$ cat src/rtl/jtpopeye_pkg.sv
// Shared types and defaults for the jtpopeye bus arbitration logic.
package jtpopeye_pkg;

  typedef enum logic [1:0] {
    IDLE    = 2'd0,
    DRAIN   = 2'd1,
    GRANT   = 2'd2,
    RELEASE = 2'd3
  } state_t;

  localparam int AW_DEF = 10;

endpackage

$ cat src/rtl/jtpopeye_busarb.sv
// Object-RAM bus arbiter between the Z80 core and the object DMA.
// Drains any CPU memory cycle, grants the bus, muxes the RAM to the DMA,
// and registers DMA read data.
module jtpopeye_busarb
  import jtpopeye_pkg::*;
#(
  parameter int AW        = AW_DEF,
  parameter int DRAIN_MAX = 8
) (
  input  logic          clk,
  input  logic          rst,
  input  logic          cpu_cen,
  input  logic          busrq_n,
  output logic          busak_n,
  input  logic          cpu_mreq_n,
  input  logic          cpu_ram_cs,
  input  logic          cpu_wr_n,
  input  logic [AW-1:0] cpu_addr,
  input  logic [7:0]    cpu_dout,
  output logic          cpu_busrq_n,
  input  logic [AW-1:0] AD_DMA,
  input  logic          dma_cs,
  output logic [7:0]    DD_DMA,
  output logic [AW-1:0] ram_addr,
  output logic          ram_we,
  output logic [7:0]    ram_din,
  input  logic [7:0]    ram_dout,
  output logic          drain_err
);

  localparam int CW = $clog2(DRAIN_MAX + 1);

  state_t        state, state_nx;
  logic [CW-1:0] cnt;
  logic          force_grant;
  logic          dma_rd_q;

  // Last DRAIN tick the CPU is allowed before the grant is forced.
  assign force_grant = (state == DRAIN) && !busrq_n && !cpu_mreq_n &&
                       (cnt == CW'(DRAIN_MAX - 1));

  // State register; only advances on CPU clock enables.
  always_ff @(posedge clk) begin
    if (rst) state <= IDLE;
    else     state <= state_nx;
  end

  // Next-state decode; holds between enables.
  always_comb begin
    state_nx = state;
    if (cpu_cen) begin
      case (state)
        IDLE:    if (!busrq_n) state_nx = DRAIN;
        DRAIN: begin
          if (busrq_n)                        state_nx = IDLE;
          else if (cpu_mreq_n || force_grant) state_nx = GRANT;
        end
        GRANT:   if (busrq_n) state_nx = RELEASE;
        RELEASE: state_nx = IDLE;
        default: state_nx = IDLE;
      endcase
    end
  end

  // Handshake outputs registered from the next state so they change with it.
  always_ff @(posedge clk) begin
    if (rst) begin
      busak_n     <= 1'b1;
      cpu_busrq_n <= 1'b1;
    end else begin
      busak_n     <= (state_nx != GRANT);
      cpu_busrq_n <= (state_nx == IDLE);
    end
  end

  // Drain watchdog: counts enables spent in DRAIN, sticky error on overrun.
  always_ff @(posedge clk) begin
    if (rst) begin
      cnt       <= '0;
      drain_err <= 1'b0;
    end else if (cpu_cen) begin
      if (state == DRAIN && state_nx == DRAIN) cnt <= cnt + 1'b1;
      else                                     cnt <= '0;
      if (force_grant) drain_err <= 1'b1;
    end
  end

  // RAM mux: DMA owns the address in GRANT and CPU writes are dropped there.
  always_comb begin
    ram_din  = cpu_dout;
    ram_addr = cpu_addr;
    ram_we   = 1'b0;
    if (state == GRANT) begin
      ram_addr = AD_DMA;
    end else begin
      ram_we = !rst && cpu_ram_cs && !cpu_mreq_n && !cpu_wr_n;
    end
  end

  // DMA read data: RAM answers one clk after the address, then registered here.
  always_ff @(posedge clk) begin
    if (rst) begin
      dma_rd_q <= 1'b0;
      DD_DMA   <= 8'h00;
    end else begin
      dma_rd_q <= (state == GRANT) && dma_cs;
      if (dma_rd_q) DD_DMA <= ram_dout;
    end
  end

endmodule

$ cat config.mk
export PLATFORM = sky130hd
export DESIGN_NAME = jtpopeye_busarb
export DESIGN_NICKNAME = d
export VERILOG_FILES = /design/src/rtl/jtpopeye_pkg.sv /design/src/rtl/jtpopeye_busarb.sv
export SDC_FILE = /design/constraint.sdc
export NUM_CORES = 1
export LEC_CHECK = 0
export ABC_AREA = 1
export BUFFER_PORTS_ARGS = -buffer_cell sky130_fd_sc_hd__buf_2
export CAP_MARGIN = 5
export CORE_AREA = 2 2 54 56
export CTS_CLUSTER_DIAMETER = 100
export DETAILED_ROUTE_END_ITERATION = 10
export DIE_AREA = 0 0 56 58
export PLACE_DENSITY = 0.75
export SYNTH_ARGS = -nofsm -noshare
export SYNTH_HDL_FRONTEND = slang
export SYNTH_SLANG_ARGS = --single-unit
$ cat constraint.sdc
create_clock -name clk -period 1.4 [get_ports clk]
set_input_delay 0.21 -clock clk [delete_from_list [all_inputs] [get_ports clk]]
set_output_delay 0.21 -clock clk [all_outputs]
set_load 0.01 [all_outputs]
== After elaboration in Yosys (flattened, before gate mapping) ==
Index checks and enable logic that the tools add are counted.
Storage, ports and cells
  bits in read-only memories: 0
  output and inout bits: 30
  RAM bits: 0
  register bits after elaboration: 18
  input port bits: 44
  memories: 0
  word-level logic and storage cells: 39
  latch bits: 0
Cells by class
  reduce and logical (&&, ||, !) cells: 16
  bitwise gates (word level): 0
  mux-type cells: 9
  order comparisons: 0
  divide/modulo/power cells: 0
  shifts and indexed selects: 0
  $add $sub $neg: 1
  $mul: 0
  equal/unequal tests: 6
Operators with widths (number)
  10-bit two-way mux: 1
  2-bit two-way mux: 5
  1-bit logical AND: 8
  2-bit one-hot mux with 4 select lines: 1
  4-bit by 1-bit adder with 4-bit output (second input constant): 1
  2-bit by 1-bit == test with 1-bit output (second input constant): 2
  2-bit == test (second input constant): 2
  4-bit by 3-bit == test with 1-bit output (second input constant): 1
  1-bit zero test: 4
  2-bit zero test: 2
  4-bit two-way mux: 1
  2-bit != test (second input constant): 1
  2-bit AND reduction: 1
  1-bit logical OR: 1
  1-bit two-way mux: 1

== Logic depth before layout (Yosys ltp) ==
  depth after elaboration: 12
  mapped depth: 10
  gate-level depth less buffers: 10

== Worst setup path before layout ==
No wires, ideal clock.
  kind: register to output
  start: reg state[0]
  end: out ram_addr[1]
  stages on the path, launching flop included: 5
  path buffers: 1
  path slack: 127 ps
  required time: 1190 ps
  arrival time: 1063 ps
  cell sequence: dfxtp_1 > inv_1 > nand2_1 > buf_2 > mux2_2
On the way
  longest elaborated chain between the ends: 2
Ends and longest elaborated chain
  start, declared: RTL line jtpopeye_busarb.sv:33  | state_t state, state_nx;
  start signal, assigned: RTL line jtpopeye_busarb.sv:45  | else state <= state_nx;
  2-bit == test: RTL line jtpopeye_busarb.sv:93  | if (state == GRANT) begin
  10-bit two-way mux: RTL line jtpopeye_busarb.sv:93
  end, declared: RTL line jtpopeye_busarb.sv:24  | output logic [AW-1:0] ram_addr,
Every way passes these cells.

== Final worst setup path ==
  start: reg state[0]
  end: out ram_addr[6]
The elaborated chain is that of the path after synthesis.

==> flow_summary.ini <==
[yosys]
yosysUniqueCellTypes = 23
ys_seq_area_share_pct = 39.6
synth-compound-area-share_pct = 9.77
ys_warn_count = 0
synthSimpleGateAreaFrac_pct = 20.4
synth_edf_count = 0
synth.area.top_cells = dfxtp_1 (40%), mux2_2 (12%), nor2_1 (9.9%)
syn_inst = 114
netlist.area_leader.share_pct = 39.6
syn-num-nets = 159
ys.flop_type = dfxtp_1
muxShareOfSynthArea_pct = 13.5
synth_top_family_by_area = simple AND/OR/NAND/NOR gates
netlist_area_um2 = 910
synthAdderAreaFrac_pct = 1.38
synth_top_cell_by_area = dfxtp_1
syn_avg_cell_area_um2 = 7.98
ys_seq_elements = 18
synth-xor-area-share_pct = 2.89
async_flop_share_pct = 0

[critical_path]
crit_type = flip-flop to primary output
critPathRequiredTime_ns = 1.19
r2r-start = cnt[0]$_SDFFE_PP0P_
slowest_stage = dfxtp_2
end_kind = primary output
critPathTopFamily = buffers and inverters
ff2ff_path_depth = 10
worst-path-buf-inv = 3
worstSetupStartpointType = flip-flop
reg2reg_to = cnt[2]$_SDFFE_PP0P_
crit_start = state[0]$_SDFF_PP0_
max_stage_delay_ns = 0.34
endpoint = ram_addr[6]
rrSetupSlack_ns = 0.06
cp.arrival_ns = 1.36
worstPathCellList = inv_2 -> nand2_4 -> clkbuf_16 -> mux2_4 -> buf_6
cp_num_cells = 5
cp_max_fo = 6

[global_routing]
use_met1_pct = 19.2
grtUsageMet3_pct = 2.23
grt.overflow.total = 0
grt_pass1_wl_um = 3510
met2_usage_pct = 20.3
grt_use_total_pct = 13.3
grt_max_degree = 13
grt_pass1_vias = 822
grt.busiest_layer = met2
antenna_found_initial = 0

[placement]
place_ws_ns = 0.0425
hpwl_um = 1760
port_buffers = 57
dp.cells = 195
dpl_cell_area_um2 = 1200
routabilityCongestion = 0.786

[route]
wl_um = 2830
drt_iter0_drc = 22
drcViolationCount = 0
dr.pass1.iters = 4
ant_nets = 0
vias = 935
avgRoutedWirePerCell_um = 14.1
viasPerCell = 4.65

[floorplanning]
die_w_um = 56
initial_utilization_pct = 34.2
num_rows = 19
ioPinCount = 74
core_um2 = 2660
fp.dieH_um = 58
dieArea_um2 = 3250

[status]
violations = negative setup slack
outcome = finished with violations

[clock_network]
clk_latency_ns = 0.29
cts_root_buffer = clkbuf_4
ctsHoldBuffers = 0
clock_path_buffers = 2
cts_tree = done
cts_buffers = 3
cts_max_level = 1
clkTransAtPathRegs_ns = 0.09
clock-sinks = 18

[timing]
tightest_slew_ns = 0.317
timing.final.crit_share_pct = 112
period_minus_slack_ns = 1.57
relSlewSlack_pct = 78.6
worst_slack_ns = -0.171
setup_viol = 11
hold_slack_ns = 0.134
fmax_mhz = 637
finClkSkew_ns = 0.00308
hold_viol_final = 0
slew_viol_final = 0
rsz0062_at_grt = true

[cells_and_area]
final_common_cell = buf_2
layoutNonFillerInstCount = 201
nets = 216
syn_to_final_growth_pct = 56.5
nFillCells = 256
final_layout_size_suffix_gt1_share_pct = 57.1
design_area_um2 = 1420
n_antenna_cell = 0
mostFrequentLayoutCells = buf_2 (47), nor2_1 (23), dfxtp_1 (14)

[flow_run]
max_cap_violations = 0

[power]
power_leakage_uw = 0.000751
power.density_nw_per_um2 = 738
vdd_drop_max_uv = 615

[min_path]
min_path_type = input port to flip-flop
how the worst min path moves through the flow:
stage	cells after the start	to	startpoint
after floorplan	1	state[0]$_SDFF_PP0_	rst
after global placement	0	ram_din[1]	cpu_dout[1]
after detailed placement	2	state[0]$_SDFF_PP0_	rst
after CTS	2	state[0]$_SDFF_PP0_	rst
after global routing	2	state[0]$_SDFF_PP0_	rst
final	2	state[0]$_SDFF_PP0_	rst
report_power, final:
| group | internal (uW) | leakage (uW) | switching [uW] |
|---|---|---|---|
| Combinational | 122 | 0.000583 | 98.2 |
| Clock | 158 | 0.0000210 | 148 |
| Sequential | 519 | 0.000148 | 5.43 |
worst reg2reg max path: cells and delay by family, from the launching register on:
family                   cells  cell delay, ns
AO/OA/AOI/OAI                1            0.15
adder cells (fa/ha/maj)      1            0.20
flip-flops                   1            0.34
AND/OR/NAND/NOR              8            0.60
through the flow:
stage | utilization, % | total power (uW) | TNS [ns]
final | 53.5 | 1050 | -1.62
after global routing | 53.5 | 1090 | -2.11
after CTS | 49.2 | 1020 | -1.50
after detailed placement | 45.1 | 693 | 0
after global placement | 45.1 | 691 | 0
after floorplan | - | 634 | 0
kinds of logic (layout without fill, tap and decap cells):
| kind of cell | count (synthesis) | count (layout) |
|---|---|---|
| simple gates | 44 | 44 |
| buf+inv | 21 | 77 |
| flops | 18 | 18 |
| compound gates | 16 | 16 |
| mux | 11 | 11 |
| xor+xnor | 3 | 3 |
| fa+ha+maj | 1 | 1 |
flip-flops by register name, summed over array words and instances, names as in the netlist:
| name | cells |
|---|---|
| cpu_busrq_n | 1 |
| DD_DMA | 8 |
| cnt | 4 |
| state | 2 |
| busak_n | 1 |
| drain_err | 1 |
| dma_rd_q | 1 |
cells in the mapped netlist (all sizes together) (2+ instances only):
library cell,number
xor2,2
buf,10
a21oi,3
nor2,25
o21ai,11
mux2,10
nand2,14
nand3,2
inv,10
dfxtp,18
area by class of cell:
| type | count | area [um^2] | share of cell area, % |
|---|---|---|---|
| clock buffers | 4 | 36.3 | 2.55 |
| multi-input cells | 75 | 520 | 36.6 |
| flip-flops and latches | 18 | 368 | 25.8 |
| well taps | 31 | 38.8 | 2.72 |
| repair buffers | 63 | 423 | 29.7 |
| inverters | 10 | 37.5 | 2.64 |
per-layer routing:
layer  share of wire, %  up-vias  wire length [um]
li1                   -      470                 -
met1                 43      427              1210
met2                 50       32              1430
met3                4.1        6               117
met4                2.7        0                76
met5                  0        -                 0
what timing repair did:
| action | 4_1_cts | 5_1_grt |
|---|---|---|
| cloned | 0 | 1 |
| endpoints found under the hold margin | 0 | 0 |
| gates resized for setup | 15 | 24 |
| setup endpoints to repair | 11 | 18 |
| buffers inserted | 0 | 2 |
| pin swaps | 0 | 5 |
Note: power is estimated with default switching activity, not from simulation.
